==> src/rtl/yourbus_receiver.sv <==
// yourbus_receiver
//   Strobe-less register bus receiver. Every rising edge out of reset writes
//   data into reg[data_addr]. Writes that change a register's value set that
//   register's sticky flag and bump a saturating change counter.
//
//   Optional feature macro: YOURBUS_RECEIVER_SUM_EN adds output 'sum'. This is
//   the registered modulo-2**DATA_W sum of all registers, and it lags the
//   register update by one cycle.
//
// Ports
//   clk         single clock, rising edge
//   rst_n       asynchronous active-low reset
//   data_addr   bus target register index, sampled every edge
//   data        bus write value, sampled every edge
//   rd_addr     readback register index
//   rd_data     combinational content of reg[rd_addr] (no write-through bypass)
//   clr_flags   pulse, clears all update flags (a same-edge set wins)
//   upd_flags   sticky per-register "value changed" flags
//   last_addr   registered copy of the last sampled data_addr
//   last_data   registered copy of the last sampled data
//   change_cnt  saturating count of value-changing writes
//   sum         (YOURBUS_RECEIVER_SUM_EN only) registered sum of all registers
module yourbus_receiver #(
  parameter int DATA_W = 32,
  parameter int ADDR_W = 3,
  parameter int CNT_W  = 16
) (
  input  logic                 clk,
  input  logic                 rst_n,
  input  logic [ADDR_W-1:0]    data_addr,
  input  logic [DATA_W-1:0]    data,
  input  logic [ADDR_W-1:0]    rd_addr,
  output logic [DATA_W-1:0]    rd_data,
  input  logic                 clr_flags,
  output logic [2**ADDR_W-1:0] upd_flags,
  output logic [ADDR_W-1:0]    last_addr,
  output logic [DATA_W-1:0]    last_data,
  output logic [CNT_W-1:0]     change_cnt
`ifdef YOURBUS_RECEIVER_SUM_EN
  ,
  output logic [DATA_W-1:0]    sum
`endif
);

  localparam int NREG = 2**ADDR_W;

  logic [DATA_W-1:0] regs [NREG];
  logic              changing;
  logic [NREG-1:0]   flags_nxt;

  // A write is "changing" when it alters the stored value. Holding the same
  // address and data over several edges is therefore idempotent.
  always_comb begin
    changing  = (data != regs[data_addr]);
    flags_nxt = clr_flags ? '0 : upd_flags;
    if (changing) begin
      flags_nxt[data_addr] = 1'b1;
    end
  end

  // rd_data reads the stored array directly, so it shows the pre-edge value
  // while the same address is being written.
  assign rd_data = regs[rd_addr];

  // Stage: register array, flags, counter and last-sample copies.
  always_ff @(posedge clk or negedge rst_n) begin
    if (!rst_n) begin
      for (int i = 0; i < NREG; i++) begin
        regs[i] <= '0;
      end
      upd_flags  <= '0;
      last_addr  <= '0;
      last_data  <= '0;
      change_cnt <= '0;
    end else begin
      regs[data_addr] <= data;
      upd_flags       <= flags_nxt;
      last_addr       <= data_addr;
      last_data       <= data;
      if (changing && (change_cnt != {CNT_W{1'b1}})) begin
        change_cnt <= change_cnt + 1'b1;
      end
    end
  end

`ifdef YOURBUS_RECEIVER_SUM_EN
  logic [DATA_W-1:0] sum_all;

  always_comb begin
    sum_all = '0;
    for (int i = 0; i < NREG; i++) begin
      sum_all = sum_all + regs[i];
    end
  end

  // Stage: sum of the already-updated registers, one cycle behind them.
  always_ff @(posedge clk or negedge rst_n) begin
    if (!rst_n) begin
      sum <= '0;
    end else begin
      sum <= sum_all;
    end
  end
`endif

endmodule

==> config.mk <==
export PLATFORM = sky130hd
export DESIGN_NAME = yourbus_receiver
export DESIGN_NICKNAME = d
export VERILOG_FILES = /design/src/rtl/yourbus_receiver.sv
export SDC_FILE = /design/constraint.sdc
export NUM_CORES = 1
export LEC_CHECK = 0
export CAP_MARGIN = 20
export CELL_PAD_IN_SITES_DETAIL_PLACEMENT = 0
export CELL_PAD_IN_SITES_GLOBAL_PLACEMENT = 1
export CORE_UTILIZATION = 53
export CTS_BUF_LIST = sky130_fd_sc_hd__clkbuf_8 sky130_fd_sc_hd__clkbuf_16
export DETAILED_ROUTE_END_ITERATION = 12
export GPL_ROUTABILITY_DRIVEN = 0
export PLACE_DENSITY_LB_ADDON = 0.1
export SYNTH_ARGS = -nofsm -noshare
export SYNTH_HDL_FRONTEND = slang
export SYNTH_SLANG_ARGS = --single-unit
export TNS_END_PERCENT = 100
==> constraint.sdc <==
create_clock -name clk -period 5.9 [get_ports clk]
set_input_delay 1.18 -clock clk [delete_from_list [all_inputs] [get_ports clk]]
set_output_delay 1.18 -clock clk [all_outputs]
set_load 0.05 [all_outputs]
* After elaboration in Yosys (flattened, before gate mapping)
Cells that the tools add are included.
** Operators by class
- $lt $le $gt $ge :: 5
- Bitwise logic cells :: 3
- $add $sub $neg :: 1
- Reductions and logical operators :: 3
- Muxes and demuxes :: 13
- Eq/ne operators :: 2
** Operator list (count)
- $bwmux W256 :: 1
- $bmux W32 S3 :: 2
- $mux W32 :: 5
- $demux W32 S3 :: 1
- $ne A32 B32 Y1 :: 1
- $add A16 B1 Y16 const B :: 1
- $mux W8 :: 2
- $ne A16 B16 Y1 const B :: 1
- $ge A4 B4 Y1 const B :: 2
- $not A3 Y4 :: 2
- $or A8 B8 Y8 :: 1
- $lt A3 B4 Y1 const B :: 1
- $lt A4 B1 Y1 const B :: 1
- $demux W1 S3 :: 1
- $ge A3 B1 Y1 const B :: 1
- $logic_and A1 B1 Y1 :: 3
- $mux W1 :: 1
** Word-level totals
- Input port bits :: 41
- Register bits after elaboration :: 315
- Logic and storage cells :: 39
- Output and inout port bits :: 91

* Longest topological paths before layout
- Depth after elaboration :: 6
- Gate-level depth with buffers :: 12
- Mapped depth without buffers :: 8

* Worst setup path after synthesis
OpenSTA, ideal clock, no wires.
- Kind :: input to output
- Start point :: input rd_addr[0]
- End point :: output rd_data[2]
- Data required time :: 4.720 ns
- Path slack :: 1.674 ns
- Data arrival time :: 3.046 ns
- Buffers on the path :: 2
- Cell stages on the path :: 4
- Cell sequence :: clkbuf_1 > buf_1 > mux4_2 > mux2_2
** On the way
- Longest elaborated chain between the ends :: 4
** Ends and longest elaborated chain
- start, declared :: RTL line 32 : input logic [ADDR_W-1:0] rd_addr,
- $not A3 Y4 (implied by the code) :: RTL line 63 : assign rd_data = regs[rd_addr];
- $bmux W32 S3 :: RTL line 63
- $mux W32 (implied by the code) (2 in series) :: RTL line 63
- end, declared :: RTL line 33 : output logic [DATA_W-1:0] rd_data,
No other way between the ends. The select of a mux whose other input is x is not followed.

* Final worst setup path
- Start point :: input rd_addr[1]
- End point :: output rd_data[12]
The elaborated chain is that of the path after synthesis.

==> impl_metrics.csv <==
group,metric,value,unit
cells_and_area,multi_input_area,7490,µm²
placement,dp_cells,1571,
setup_path,r2r_slack,2.87,ns
yosys,synth_top_cell_by_area,"dfrtp_1",
routing,ant_nets,0,
cells_and_area,final_common_cell,"dfrtp_1",
min_path,hp-class,"register to register",
routing,finalWirelength,39.7,mm
placement,portBuffers,131,
yosys,avgSynthCellArea,13.9,µm²
yosys,syn-cell-area,15800,µm²
cells_and_area,drive_gt1_share,33.5,%
power,netSwitchingFraction,29.1,%
routing,drt_iter0_drc,700,
cells_and_area,seq_area,7880,µm²
routing,wl_per_cell,24.3,µm
die,dieWidth,175,µm
setup_path,reg2regPathDepth,9,
clock_tree,holdBufCountCts,0,
clock_tree,cts-root-buf,"clkbuf_16",
clock_tree,cts_sinks,315,
power,finalPower,6550,µW
clock_tree,post-cts-setup-buffers,0,
setup_path,rr_startpoint,"regs[0]$_DFFE_PN0P_",
clock_tree,cts_buffers,36,
power,p_switching,1900,µW
sta,finalCritPeriodShare,79.6,%
min_path,hold_end,"change_cnt[5]$_DFFE_PN0P_",
yosys,syn_inst,1136,
routing,viasPerCell,6.17,
sta,relSlewSlack,32.8,%
clock_tree,cts.path.max_buffers,3,
sta,drv_slew,0,
grt,met2_usage,42.5,%
yosys,synth_warnings,0,
clock_tree,cts_tree,"done",
grt,antenna_found_initial,0,
sta,rsz0062_at_grt,"false",
setup_path,cp.required,4.72,ns
setup_path,crit_path_start_kind,"input pin",
die,die_area,30600,µm²
yosys,syn-num-nets,1178,
yosys,ys_top_cells_by_area,"dfrtp_1, mux2_2, mux4_2",
die,fp-row-count,62,
grt,grtUsageMet3,4.00,%
setup_path,cp-end-kind,"primary output",
die,core,29000,µm²
grt,grt-ovfl-total,0,
sta,finClkSkew,0.0109,ns
cells_and_area,final_cells,1633,
clock_tree,insertion_delay,0.51,ns
setup_path,cp.arrival,3.52,ns
grt,grt_pass1_vias,10600,
grt,grtUsageMet1,38.5,%
sta,min_period,4.70,ns
grt,grt_max_degree,162,
grt,grt_use_total,26.8,%
cells_and_area,layout_common_cells,"dfrtp_1, mux2_2, clkdlybuf4s50_1",
die,initial_core_util,54.6,%
power,clkPwrFrac,34.1,%
power,p_seq_share,42.3,%
grt,grt_pass1_wl,62.6,mm
power,ir_drop,0.000250,V
sta,setup-tns-final,0,ns
flow_run,max_cap_viol_count,0,
yosys,yosysSeqAreaShare,49.8,%
setup_path,startpoint,"rd_addr[1]",
cells_and_area,diodes,0,
die,chipHeight,175,µm
sta,worstMarginPinSlew,1.01,ns
power,leakage,0.00795,µW
setup_path,crit_fanout,24,
setup_path,crit_type,"input pin to primary output",
min_path,hp-start,"change_cnt[5]$_DFFE_PN0P_",
clock_tree,cts_resized,0,
status,outcome,"completed",
yosys,ys_seq_elements,315,
routing,vias,10100,
power,power.density_cell_area,351,nW/µm²
clock_tree,h-tree-depth,2,
routing,drc,0,
power,intPower,4640,µW
power,pwr-share-comb,23.6,%
sta,hold_violations,0,
placement,dp_hpwl,24.0,mm
cells_and_area,layout-area-overhead-vs-synth,17.8,%
sta,fmax,0.213,GHz
cells_and_area,fill_cells,2220,
routing,first_pass_iters,5,
min_path,whs_path_depth,1,
grt,grt-busiest-layer,"met2",
yosys,synth_cell_types,35,
cells_and_area,fin_nets,1267,
sta,setup_viol_count_final,0,
setup_path,r2r-end,"change_cnt[1]$_DFFE_PN0P_",
yosys,synth.top_cell.area_share,49.8,%
clock_tree,clkTransAtPathRegs,0.06,ns
cells_and_area,utilization,64.3,%
die,io_pins,132,
## stage by stage
step / setup WS [ns] / hold slack, ns / instance area [µm²]
floorplan: 1.67 / 0.465 / 15800
global placement: 1.14 / 0.481 / 17500
CTS: 1.18 / 0.494 / 18700
detailed placement: 1.11 / 0.482 / 17500
finish: 1.20 / 0.491 / 18700
global route: 1.12 / 0.509 / 18700
## critical path, stage by stage
cell and delay (ns):
buf_2 0.55, buf_4 0.41, mux4_2 0.35, mux2_2 0.30, clkdlybuf4s50_1 0.71
## metal layers
layer	vias to the layer above	routed length, µm
met3	57	1840
met2	256	19000
met5	-	0
li1	4451	-
met1	5315	17900
met4	0	945
## cells by family (layout without fill, tap and decap cells)
logic type                 after synthesis  after routing  share of synthesized area, %
AOI/OAI and AO/OA                      117            117                          5.09
buffers and inverters                  119            232                          3.18
adders and majority gates                1              1                        0.0790
xor gates and xnor gates                15             15                         0.830
muxes                                  477            477                          37.8
and+or+nand+nor                         92             92                          3.27
DFF                                    315            315                          49.8
## power by group through the flow
stage | clock, µW | sequential [µW] | combinational, µW
5_1_grt | 2370 | 2810 | 1650
6_report | 2230 | 2770 | 1550
3_5_place_dp | 0 | 2790 | 1550
2_1_floorplan | 0 | 2770 | 1080
4_1_cts | 2290 | 2760 | 1560
3_3_place_gp | 0 | 2780 | 1530
## synthesized netlist by cell type, drive strengths merged
| library cell | n |
|---|---|
| a21oi | 30 |
| a21o | 1 |
| xnor2 | 2 |
| o22ai | 6 |
| nor3b | 1 |
| xor2 | 13 |
| and3 | 29 |
| o32ai | 2 |
| nand2 | 15 |
| mux2i | 122 |
| nor4 | 4 |
| inv | 11 |
| o21ai | 4 |
| nand2b | 4 |
| ha | 1 |
| clkbuf | 60 |
| and2 | 2 |
| mux4 | 68 |
| nand4 | 11 |
| nor4b | 1 |
| mux2 | 287 |
| a22oi | 60 |
| nor3 | 5 |
| nand3 | 6 |
| o22a | 14 |
| dfrtp | 315 |
| nor2 | 11 |
| buf | 48 |
| nor2b | 3 |
## area by class of cell
class	instances	share of cell area (%)
Inverter	11	0.221
Tap cell	384	2.57
Clock inverter	17	0.825
Clock buffer	45	5.55
Timing Repair Buffer	159	8.46
Multi-Input combinational cell	702	40.1
Sequential cell	315	42.2
## registers in the layout, summed over array words and instances, names as in the netlist
name,cells
regs,256
last_data,32
change_cnt,16
upd_flags,8
last_addr,3
## worst max-delay path by stage
stage                                      endpoint  slack, ns  depth (start not counted)
after floorplan                          rd_data[2]       1.67                          4
after global placement    change_cnt[1]$_DFFE_PN0P_       1.14                         12
after detailed placement  change_cnt[1]$_DFFE_PN0P_       1.11                         12
after CTS                               rd_data[12]       1.18                          5
after global routing                    rd_data[12]       1.12                          5
final                                   rd_data[12]       1.20                          5
Note: power is estimated with default switching activity, not from simulation.
